<file path="src/rtl/des_key_sched_gen.sv">
// DES/3DES round-key generator: loads 1 or 3 keys and streams 16*NUM_KEYS
// PC-2 round keys over valid/ready, in encrypt or decrypt (EDE) order.
module des_key_sched_gen #(
  parameter int          NUM_KEYS    = 1,
  parameter logic [15:0] SHIFT_SCHED = 16'h7EFC
) (
  input  logic                  clk,
  input  logic                  rst_n,
  input  logic                  start,
  input  logic                  decrypt,
  input  logic [64*NUM_KEYS-1:0] key_in,
  input  logic                  flush,
  input  logic                  rk_ready,
  output logic                  rk_valid,
  output logic [47:0]           round_key,
  output logic [3:0]            round_idx,
  output logic [1:0]            pass_idx,
  output logic                  pass_dec,
  output logic                  busy,
  output logic                  done
);

  if (NUM_KEYS != 1 && NUM_KEYS != 3) begin : g_bad_num_keys
    $error("des_key_sched_gen: NUM_KEYS must be 1 or 3");
  end

  localparam logic [1:0] LAST_PASS = 2'(NUM_KEYS - 1);

  // Tables hold DES bit numbers (1 = MSB) exactly as published.
  localparam int PC1_TAB [56] = '{
    57, 49, 41, 33, 25, 17,  9,  1, 58, 50, 42, 34, 26, 18,
    10,  2, 59, 51, 43, 35, 27, 19, 11,  3, 60, 52, 44, 36,
    63, 55, 47, 39, 31, 23, 15,  7, 62, 54, 46, 38, 30, 22,
    14,  6, 61, 53, 45, 37, 29, 21, 13,  5, 28, 20, 12,  4};

  localparam int PC2_TAB [48] = '{
    14, 17, 11, 24,  1,  5,  3, 28, 15,  6, 21, 10,
    23, 19, 12,  4, 26,  8, 16,  7, 27, 20, 13,  2,
    41, 52, 31, 37, 47, 55, 30, 40, 51, 45, 33, 48,
    44, 49, 39, 56, 34, 53, 46, 42, 50, 36, 29, 32};

  typedef enum logic {S_IDLE, S_EMIT} state_t;

  function automatic logic [55:0] pc1(input logic [63:0] k);
    logic [55:0] r;
    r = '0;
    for (int i = 0; i < 56; i++) r = {r[54:0], k[6'(64 - PC1_TAB[6'(i)])]};
    return r;
  endfunction

  function automatic logic [47:0] pc2(input logic [55:0] cd);
    logic [47:0] r;
    r = '0;
    for (int i = 0; i < 48; i++) r = {r[46:0], cd[6'(56 - PC2_TAB[6'(i)])]};
    return r;
  endfunction

  function automatic logic [27:0] rotl(input logic [27:0] x, input logic two);
    return two ? {x[25:0], x[27:26]} : {x[26:0], x[27]};
  endfunction

  function automatic logic [27:0] rotr(input logic [27:0] x, input logic two);
    return two ? {x[1:0], x[27:2]} : {x[0], x[27:1]};
  endfunction

  // Decrypt passes start from C0D0, which equals C16D16 after the full 28-bit rotation.
  function automatic logic [55:0] round1_cd(input logic [63:0] key, input logic dec);
    logic [55:0] cd;
    cd = pc1(key);
    if (!dec) cd = {rotl(cd[55:28], 1'b0), rotl(cd[27:0], 1'b0)};
    return cd;
  endfunction

  function automatic logic [55:0] step_cd(input logic [55:0] cd, input logic dec,
                                          input logic [3:0] idx);
    logic [3:0] b;
    logic       two;
    b   = dec ? 4'd15 - idx : idx + 4'd1;
    two = SHIFT_SCHED[b];
    if (dec) return {rotr(cd[55:28], two), rotr(cd[27:0], two)};
    return {rotl(cd[55:28], two), rotl(cd[27:0], two)};
  endfunction

  function automatic logic [63:0] key_of(input logic [64*NUM_KEYS-1:0] keys,
                                         input logic [1:0] k);
    logic [63:0] r;
    r = '0;
    for (int n = 0; n < NUM_KEYS; n++)
      if (k == n[1:0]) r = keys[64*(NUM_KEYS-1-n) +: 64];
    return r;
  endfunction

  state_t                  r_state, w_state_nxt;
  logic [64*NUM_KEYS-1:0]  r_keys;
  logic                    r_decrypt;
  logic [55:0]             r_cd;
  logic [3:0]              r_round;
  logic [1:0]              r_pass;
  logic                    r_pass_dec;
  logic                    r_done;
  logic                    w_done_nxt;
  logic                    w_hs, w_load, w_last_round, w_last_pass;
  logic [1:0]              w_pass_nxt, w_key_nxt;
  logic                    w_dec_nxt;
  logic [63:0]             w_start_key;

  assign w_hs         = (r_state == S_EMIT) && rk_ready;
  assign w_load       = (r_state == S_IDLE) && start && !flush;
  assign w_last_round = (r_round == 4'd15);
  assign w_last_pass  = (r_pass == LAST_PASS);
  assign w_pass_nxt   = r_pass + 2'd1;
  assign w_key_nxt    = r_decrypt ? LAST_PASS - w_pass_nxt : w_pass_nxt;
  assign w_dec_nxt    = r_decrypt ^ w_pass_nxt[0];
  assign w_start_key  = key_of(key_in, decrypt ? LAST_PASS : 2'd0);

  // NOTE: sequential state uses non-blocking assignments so every flop samples pre-edge values.
  always_ff @(posedge clk or negedge rst_n) begin
    if (!rst_n) r_state <= S_IDLE;
    else        r_state <= w_state_nxt;
  end

  // NOTE: defaults come first so every path assigns every output and no latch is inferred.
  always_comb begin
    w_state_nxt = r_state;
    w_done_nxt  = 1'b0;
    if (flush) begin
      w_state_nxt = S_IDLE;
    end else begin
      case (r_state)
        S_IDLE: if (start) w_state_nxt = S_EMIT;
        S_EMIT: if (w_hs && w_last_round && w_last_pass) begin
          w_state_nxt = S_IDLE;
          w_done_nxt  = 1'b1;
        end
      endcase
    end
  end

  // NOTE: the key store is reset too, so no key material survives a reset.
  always_ff @(posedge clk or negedge rst_n) begin
    if (!rst_n) begin
      r_keys     <= '0;
      r_decrypt  <= 1'b0;
      r_cd       <= '0;
      r_round    <= '0;
      r_pass     <= '0;
      r_pass_dec <= 1'b0;
      r_done     <= 1'b0;
    end else begin
      r_done <= w_done_nxt;
      if (flush) begin
        r_round <= '0;
        r_pass  <= '0;
      end else if (w_load) begin
        r_keys     <= key_in;
        r_decrypt  <= decrypt;
        r_round    <= '0;
        r_pass     <= '0;
        r_pass_dec <= decrypt;
        r_cd       <= round1_cd(w_start_key, decrypt);
      end else if (w_hs) begin
        if (!w_last_round) begin
          r_round <= r_round + 4'd1;
          r_cd    <= step_cd(r_cd, r_pass_dec, r_round);
        end else if (!w_last_pass) begin
          r_round    <= '0;
          r_pass     <= w_pass_nxt;
          r_pass_dec <= w_dec_nxt;
          r_cd       <= round1_cd(key_of(r_keys, w_key_nxt), w_dec_nxt);
        end else begin
          r_round <= '0;
          r_pass  <= '0;
        end
      end
    end
  end

  assign rk_valid  = (r_state == S_EMIT);
  assign busy      = (r_state == S_EMIT);
  assign done      = r_done;
  assign round_key = pc2(r_cd);
  assign round_idx = r_round;
  assign pass_idx  = r_pass;
  assign pass_dec  = r_pass_dec;

endmodule

</file>
<file path="config.mk">
export PLATFORM = sky130hd
export DESIGN_NAME = des_key_sched_gen
export DESIGN_NICKNAME = d
export VERILOG_FILES = /design/src/rtl/des_key_sched_gen.sv
export SDC_FILE = /design/constraint.sdc
export NUM_CORES = 1
export LEC_CHECK = 0
export BUFFER_PORTS_ARGS = -buffer_cell sky130_fd_sc_hd__clkbuf_2
export CAP_MARGIN = 20
export CORE_ASPECT_RATIO = 0.9
export CORE_UTILIZATION = 48
export DETAILED_ROUTE_END_ITERATION = 6
export PLACE_DENSITY = 0.71
export SLEW_MARGIN = 20
export SYNTH_ARGS = -nofsm -noshare
export SYNTH_HDL_FRONTEND = slang
export SYNTH_SLANG_ARGS = --single-unit
</file>
<file path="constraint.sdc">
create_clock -name clk -period 3 [get_ports clk]
set_input_delay 0.6 -clock clk [delete_from_list [all_inputs] [get_ports clk]]
set_output_delay 0.6 -clock clk [all_outputs]
set_load 0.01 [all_outputs]
</file>
==> flow_metrics.tcl, run 1 <==
set metrics [dict create \
    switching_power_mw 1.38 \
    synth_area_leaders "dfrtp_1 (35%), nand2_1 (9.8%), a21oi_1 (7.1%)" \
    period_share_pct 92.8 \
    grt_use_total_pct 26.6 \
    synth_edf_count 0 \
    worstSetupStartpointType "register" \
    seq_area_mm2 0.00215 \
    status "completed" \
    hold_buffers 0 \
    fin_skew_ns 0.00849 \
    nFillCells 1128 \
    routed_wl_um 17100 \
    end_kind "register" \
    clkPwrFrac_pct 29.7 \
    cts_max_level 3 \
    p_per_area_mw_per_mm2 579 \
    power_frac_comb_pct 30.7 \
    die_h_um 110 \
    fmax_mhz 359 \
    multi_input_area_mm2 0.00354 \
    yosys_warnings 0 \
    synthCells 753 \
    internal_power_mw 2.47 \
    place_area_mm2 0.00636 \
    ys_ff_latch 86 \
    layout_common_cells "nand2_1 (161), a21oi_1 (88), dfrtp_1 (86)" \
    drt_first_pass_iters 5 \
    max_cap_violations 0 \
    cts.clk_slew.worst_paths_ns 0.07 \
    grt_overflow 0 \
    io_buffers 46 \
    hold_viol 0 \
    rows 38 \
    power_mw 3.86 \
    seqPwrFrac_pct 39.6 \
    area_growth_pct 7.69 \
    worst_r2r_path_depth 7 \
    crit_type "reg2reg" \
    antenna_found_initial 0 \
    cts_root_buffer "clkbuf_16" \
    relSlewSlack_pct 41.2 \
    async_flop_share_pct 100 \
    detail-route-antenna-nets 0 \
    synth_flop_cell "dfrtp_1" \
    synth_top_area_share_pct 34.8 \
    drive_gt1_share_pct 14.9 \
    path_max_fanout 25 \
    setup_violations 0 \
    grt_max_degree 52 \
    dpl_worst_slack_ns 0.284 \
    timing.final.crit_period_ns 2.78 \
    postCtsSetupBuffers 0 \
    syn_area_per_cell_um2 8.21 \
    remaining_drc_errors 0 \
    clock-sinks 86 \
    irDropWorstVdd_uv 422 \
    viasPerCell 6.28 \
    nets 842 \
    tritoncts "done" \
    cts_buffers 9 \
    fin_area_mm2 0.00666 \
    gp_congestion 0.867 \
    grt_pass1_vias 5387 \
    utilization_pct 54.1 \
    syn_area_mm2 0.00618 \
    die-area_mm2 0.0133 \
    rsz0062_at_grt "false" \
    hp-class "in2async" \
    drtIter0Drc 726 \
    dp_hpwl_um 12000 \
    p_sw_share_pct 35.8 \
    tns_ns 0 \
    yosys.area.top_type "dfrtp_1" \
    num_antenna_cells 0 \
    die_w_um 122 \
    synth_cell_type_count 61 \
    io_pins 128 \
    slew_violations 0 \
    layout.cells.most_common "nand2_1" \
    cts_resized 0 \
    leakage_nw 3.11 \
    worstMarginPinSlew_ns 0.874 \
    clockBufferDepth 2 \
    core_mm2 0.0123 \
    clk_latency_ns 0.35 \
    wl_per_cell_um 18.3 \
    start_util_pct 50.2 \
    grt_pass1_wl_um 27600 \
    cp.required_ns 3.28 \
    worst_ep_arrival_time_ns 3.07 \
    yosysSeqAreaShare_pct 34.8 \
    finalWorstSetupSlack_ns 0.216 \
    vias 5849 \
]
## cells by family (layout without fill, tap and decap cells)
family | Yosys count | after routing | synth area share, %
AND/OR/NAND/NOR | 258 | 258 | 18.8
AO/OA/AOI/OAI | 236 | 236 | 25.5
buffers and inverters | 110 | 92 | 10.3
flip-flops | 86 | 86 | 34.8
multiplexers | 54 | 54 | 9.15
adder cells (fa/ha/maj) | 5 | 5 | 1.01
XOR/XNOR | 3 | 3 | 0.425
other | 1 | 37 | 0.0607
## cell type report
type	count	area share, %
timing repair buffer	72	6.80
clock inverter	4	0.827
tap	160	3.01
sequential	86	32.3
clock buffer	11	3.65
multi-input combinational	593	53.1
inverter	5	0.282
## worst max-delay path, cell delays in order, from the launching register on
cell      delay [ns]
dfrtp_1         0.38
ha_1            0.25
xor2_1          0.25
or4_1           0.71
nand2_8         0.28
mux2_1          0.35
a311oi_1        0.33
o21a_1          0.16
## power groups by stage
stage	sequential, mW	clock [mW]	combinational [mW]
6_report	1.53	1.15	1.18
3_3_place_gp	1.53	0	1.13
3_5_place_dp	1.54	0	1.16
2_1_floorplan	1.46	0	0.950
4_1_cts	1.52	1.17	1.17
5_1_grt	1.54	1.21	1.29
## cells in the mapped netlist (9+ instances only)
library cell / count
a211oi_1: 11
buf_2: 15
dfrtp_1: 86
mux2i_1: 34
clkbuf_1: 34
nor3_1: 12
nor2b_1: 11
nand3_1: 21
o21a_1: 9
a21oi_1: 88
o22ai_1: 14
o21ai_0: 18
nor2_1: 22
a221oi_1: 13
mux2_2: 19
a31oi_1: 10
a211o_1: 34
buf_4: 50
nand2_1: 161
## worst paths after layout
check,startpoint,endpoint,slack (ns)
setup / recovery,round_idx[0]$_DFFE_PN0P_,r_cd[39]$_DFFE_PN0P_,0.22
hold / removal,rst_n,r_decrypt$_DFFE_PN0P_,0.29
setup reg to reg,round_idx[0]$_DFFE_PN0P_,r_cd[39]$_DFFE_PN0P_,0.22
hold reg to reg,r_keys[17]$_DFFE_PN0P_,r_keys[17]$_DFFE_PN0P_,0.51
max in group asynchronous,rst_n,r_keys[4]$_DFFE_PN0P_,1.97
min in group clk,key_in[20],r_keys[20]$_DFFE_PN0P_,0.47
## metal layers
| metal | up-vias | routed length (µm) | share of wire (%) | GRT usage (%) |
|---|---|---|---|---|
| li1 | 2687 | - | - | - |
| met4 | 0 | 329 | 1.9 | 9.26 |
| met3 | 39 | 1330 | 7.8 | 5.29 |
| met1 | 2830 | 7620 | 45 | 36.8 |
| met5 | - | 0 | 0 | 0 |
| met2 | 293 | 7810 | 46 | 41.6 |
## state kept, by name, indices dropped and copies added, names as in the netlist
name	cells
pass_idx	2
r_cd	56
done	1
pass_dec	1
round_idx	4
busy	1
r_keys	20
r_decrypt	1
## metrics by stage
step,hold slack [ns],std cells
after global routing,0.339,931
final,0.286,931
after floorplan,0.304,789
after global placement,0.484,916
after CTS,0.311,931
after detailed placement,0.495,916
Power figures use the tool's default switching activity.
==> run 2, diff against run 1 <==
--- a/config.mk
+++ b/config.mk
@@ -10,7 +10,7 @@
 export CORE_ASPECT_RATIO = 0.9
 export CORE_UTILIZATION = 48
 export DETAILED_ROUTE_END_ITERATION = 6
-export PLACE_DENSITY = 0.71
+export PLACE_DENSITY = 0.75
 export SLEW_MARGIN = 20
 export SYNTH_ARGS = -nofsm -noshare
 export SYNTH_HDL_FRONTEND = slang
==> flow_metrics.tcl, run 2 (synthesis gave the netlist of run 1 again) <==
set metrics [dict create \
    internal_power_mw 2.47 \
    wl_per_cell_um 18.1 \
    status "completed" \
    cts_buffers 9 \
    drive_gt1_share_pct 15.3 \
    remaining_drc_errors 0 \
    cp_slowest_stage_delay_ns 0.68 \
    grt_max_degree 55 \
    worstSetupStartpointType "register" \
    power_frac_comb_pct 30.3 \
    cp_slowest_cell "or4_1" \
    tns_ns 0 \
    hold_buffers 0 \
    layout.cells.most_common "nand2_1" \
    p_per_area_mw_per_mm2 585 \
    irDropWorstVdd_uv 310 \
    grt_use_total_pct 26.5 \
    routed_wl_um 16900 \
    crit_type "reg2reg" \
    leakage_nw 3.13 \
    grt_pass1_vias 5397 \
    seqPwrFrac_pct 39.3 \
    gp_congestion 0.921 \
    clockBufferDepth 2 \
    cts_max_level 3 \
    core_mm2 0.0123 \
    tritoncts "done" \
    path_cells "ha_1 -> xor2_1 -> or4_1 -> nand2_8 -> mux2_1 -> a311oi_1 -> o21a_1" \
    max_cap_violations 0 \
    cp.required_ns 3.29 \
    antenna_found_initial 0 \
    dpl_worst_slack_ns 0.339 \
    io_buffers 46 \
    clkPwrFrac_pct 30.4 \
    drt_first_pass_iters 6 \
    worstMarginPinSlew_ns 0.812 \
    path_max_fanout 25 \
    nets 843 \
    num_antenna_cells 0 \
    relSlewSlack_pct 45.4 \
    hp-class "in2async" \
    detail-route-antenna-nets 0 \
    dp_hpwl_um 11800 \
    dp_cells 917 \
    hold_viol 0 \
    fmax_mhz 369 \
    die-area_mm2 0.0133 \
    setup_violations 0 \
    path_delay_family "simple AND/OR/NAND/NOR gates" \
    grt_pass1_wl_um 27700 \
    top_register "r_cd" \
    worst_ep_arrival_time_ns 3.01 \
    period_share_pct 90.4 \
    r2r_setup_slack_ns 0.29 \
    area_growth_pct 8.28 \
    cts_resized 0 \
    start_util_pct 50.2 \
    drtIter0Drc 726 \
    utilization_pct 54.4 \
    grt_overflow 0 \
    die_w_um 122 \
    clock-sinks 86 \
    finalWorstSetupSlack_ns 0.288 \
    worst_r2r_path_depth 7 \
    io_pins 128 \
    die_h_um 110 \
    cts_root_buffer "clkbuf_16" \
    slew_violations 0 \
    fin_skew_ns 0.00748 \
    rr_endpoint "r_cd[39]$_DFFE_PN0P_" \
    vias 5828 \
    switching_power_mw 1.44 \
    cp_num_buf_inv 0 \
    largest_register_ffs 56 \
    stdcell_count 933 \
    cts.clk_slew.worst_paths_ns 0.07 \
    viasPerCell 6.25 \
    rows 38 \
    nFillCells 1126 \
    clk_latency_ns 0.36 \
    end_kind "register" \
    timing.final.crit_period_ns 2.71 \
    rsz0062_at_grt "false" \
    r2r-start "round_idx[0]$_DFFE_PN0P_" \
    layout_common_cells "nand2_1 (161), a21oi_1 (88), dfrtp_1 (86)" \
    p_sw_share_pct 36.8 \
    postCtsSetupBuffers 0 \
]
run 2: layout make-up:
class	count	area [µm²]	area share (%)
Clock buffer	9	225	3.36
Clock inverter	7	88.8	1.33
Inverter	5	18.8	0.280
Multi-Input combinational cell	593	3540	52.8
Sequential cell	86	2150	32.1
Tap cell	160	200	2.99
Timing Repair Buffer	73	473	7.07
run 2: worst register-to-register path, delay by kind of cell, from the launching register on:
family          cells  cell delay (ns)
simple gates        2             0.95
mux                 1             0.36
flops               1             0.38
xor+xnor            1             0.25
compound gates      2             0.45
fa+ha+maj           1             0.26
run 2: through the flow:
step | power [mW] | instance area, µm² | hold WS [ns]
after floorplan | 2.41 | 6320 | 0.304
after global placement | 2.67 | 6380 | 0.478
after detailed placement | 2.71 | 6380 | 0.486
after CTS | 3.90 | 6690 | 0.328
after global routing | 4.10 | 6690 | 0.365
final | 3.91 | 6690 | 0.303
run 2: worst max path at each step:
stage	cells after the start	endpoint	start
final	7	r_cd[39]$_DFFE_PN0P_	round_idx[0]$_DFFE_PN0P_
after floorplan	8	r_cd[39]$_DFFE_PN0P_	round_idx[0]$_DFFE_PN0P_
after global routing	8	r_cd[36]$_DFFE_PN0P_	round_idx[0]$_DFFE_PN0P_
after detailed placement	7	r_cd[39]$_DFFE_PN0P_	round_idx[0]$_DFFE_PN0P_
after CTS	7	r_cd[39]$_DFFE_PN0P_	round_idx[0]$_DFFE_PN0P_
after global placement	7	r_cd[39]$_DFFE_PN0P_	round_idx[0]$_DFFE_PN0P_
run 2: layer usage:
| layer | track usage [%] | vias to the layer above | part of all wire [%] |
|---|---|---|---|
| met2 | 43.0 | 293 | 47 |
| met1 | 36.5 | 2821 | 44 |
| met3 | 4.25 | 29 | 7.4 |
| met5 | 0 | - | 0 |
| met4 | 7.58 | 0 | 1.6 |
| li1 | - | 2685 | - |
run 2: power by group through the flow:
| stage | logic, mW | clock network [mW] | registers [mW] |
|---|---|---|---|
| after floorplan | 0.950 | 0 | 1.46 |
| after global placement | 1.13 | 0 | 1.54 |
| after detailed placement | 1.16 | 0 | 1.55 |
| after CTS | 1.17 | 1.21 | 1.53 |
| after global routing | 1.30 | 1.25 | 1.55 |
| final | 1.18 | 1.19 | 1.54 |
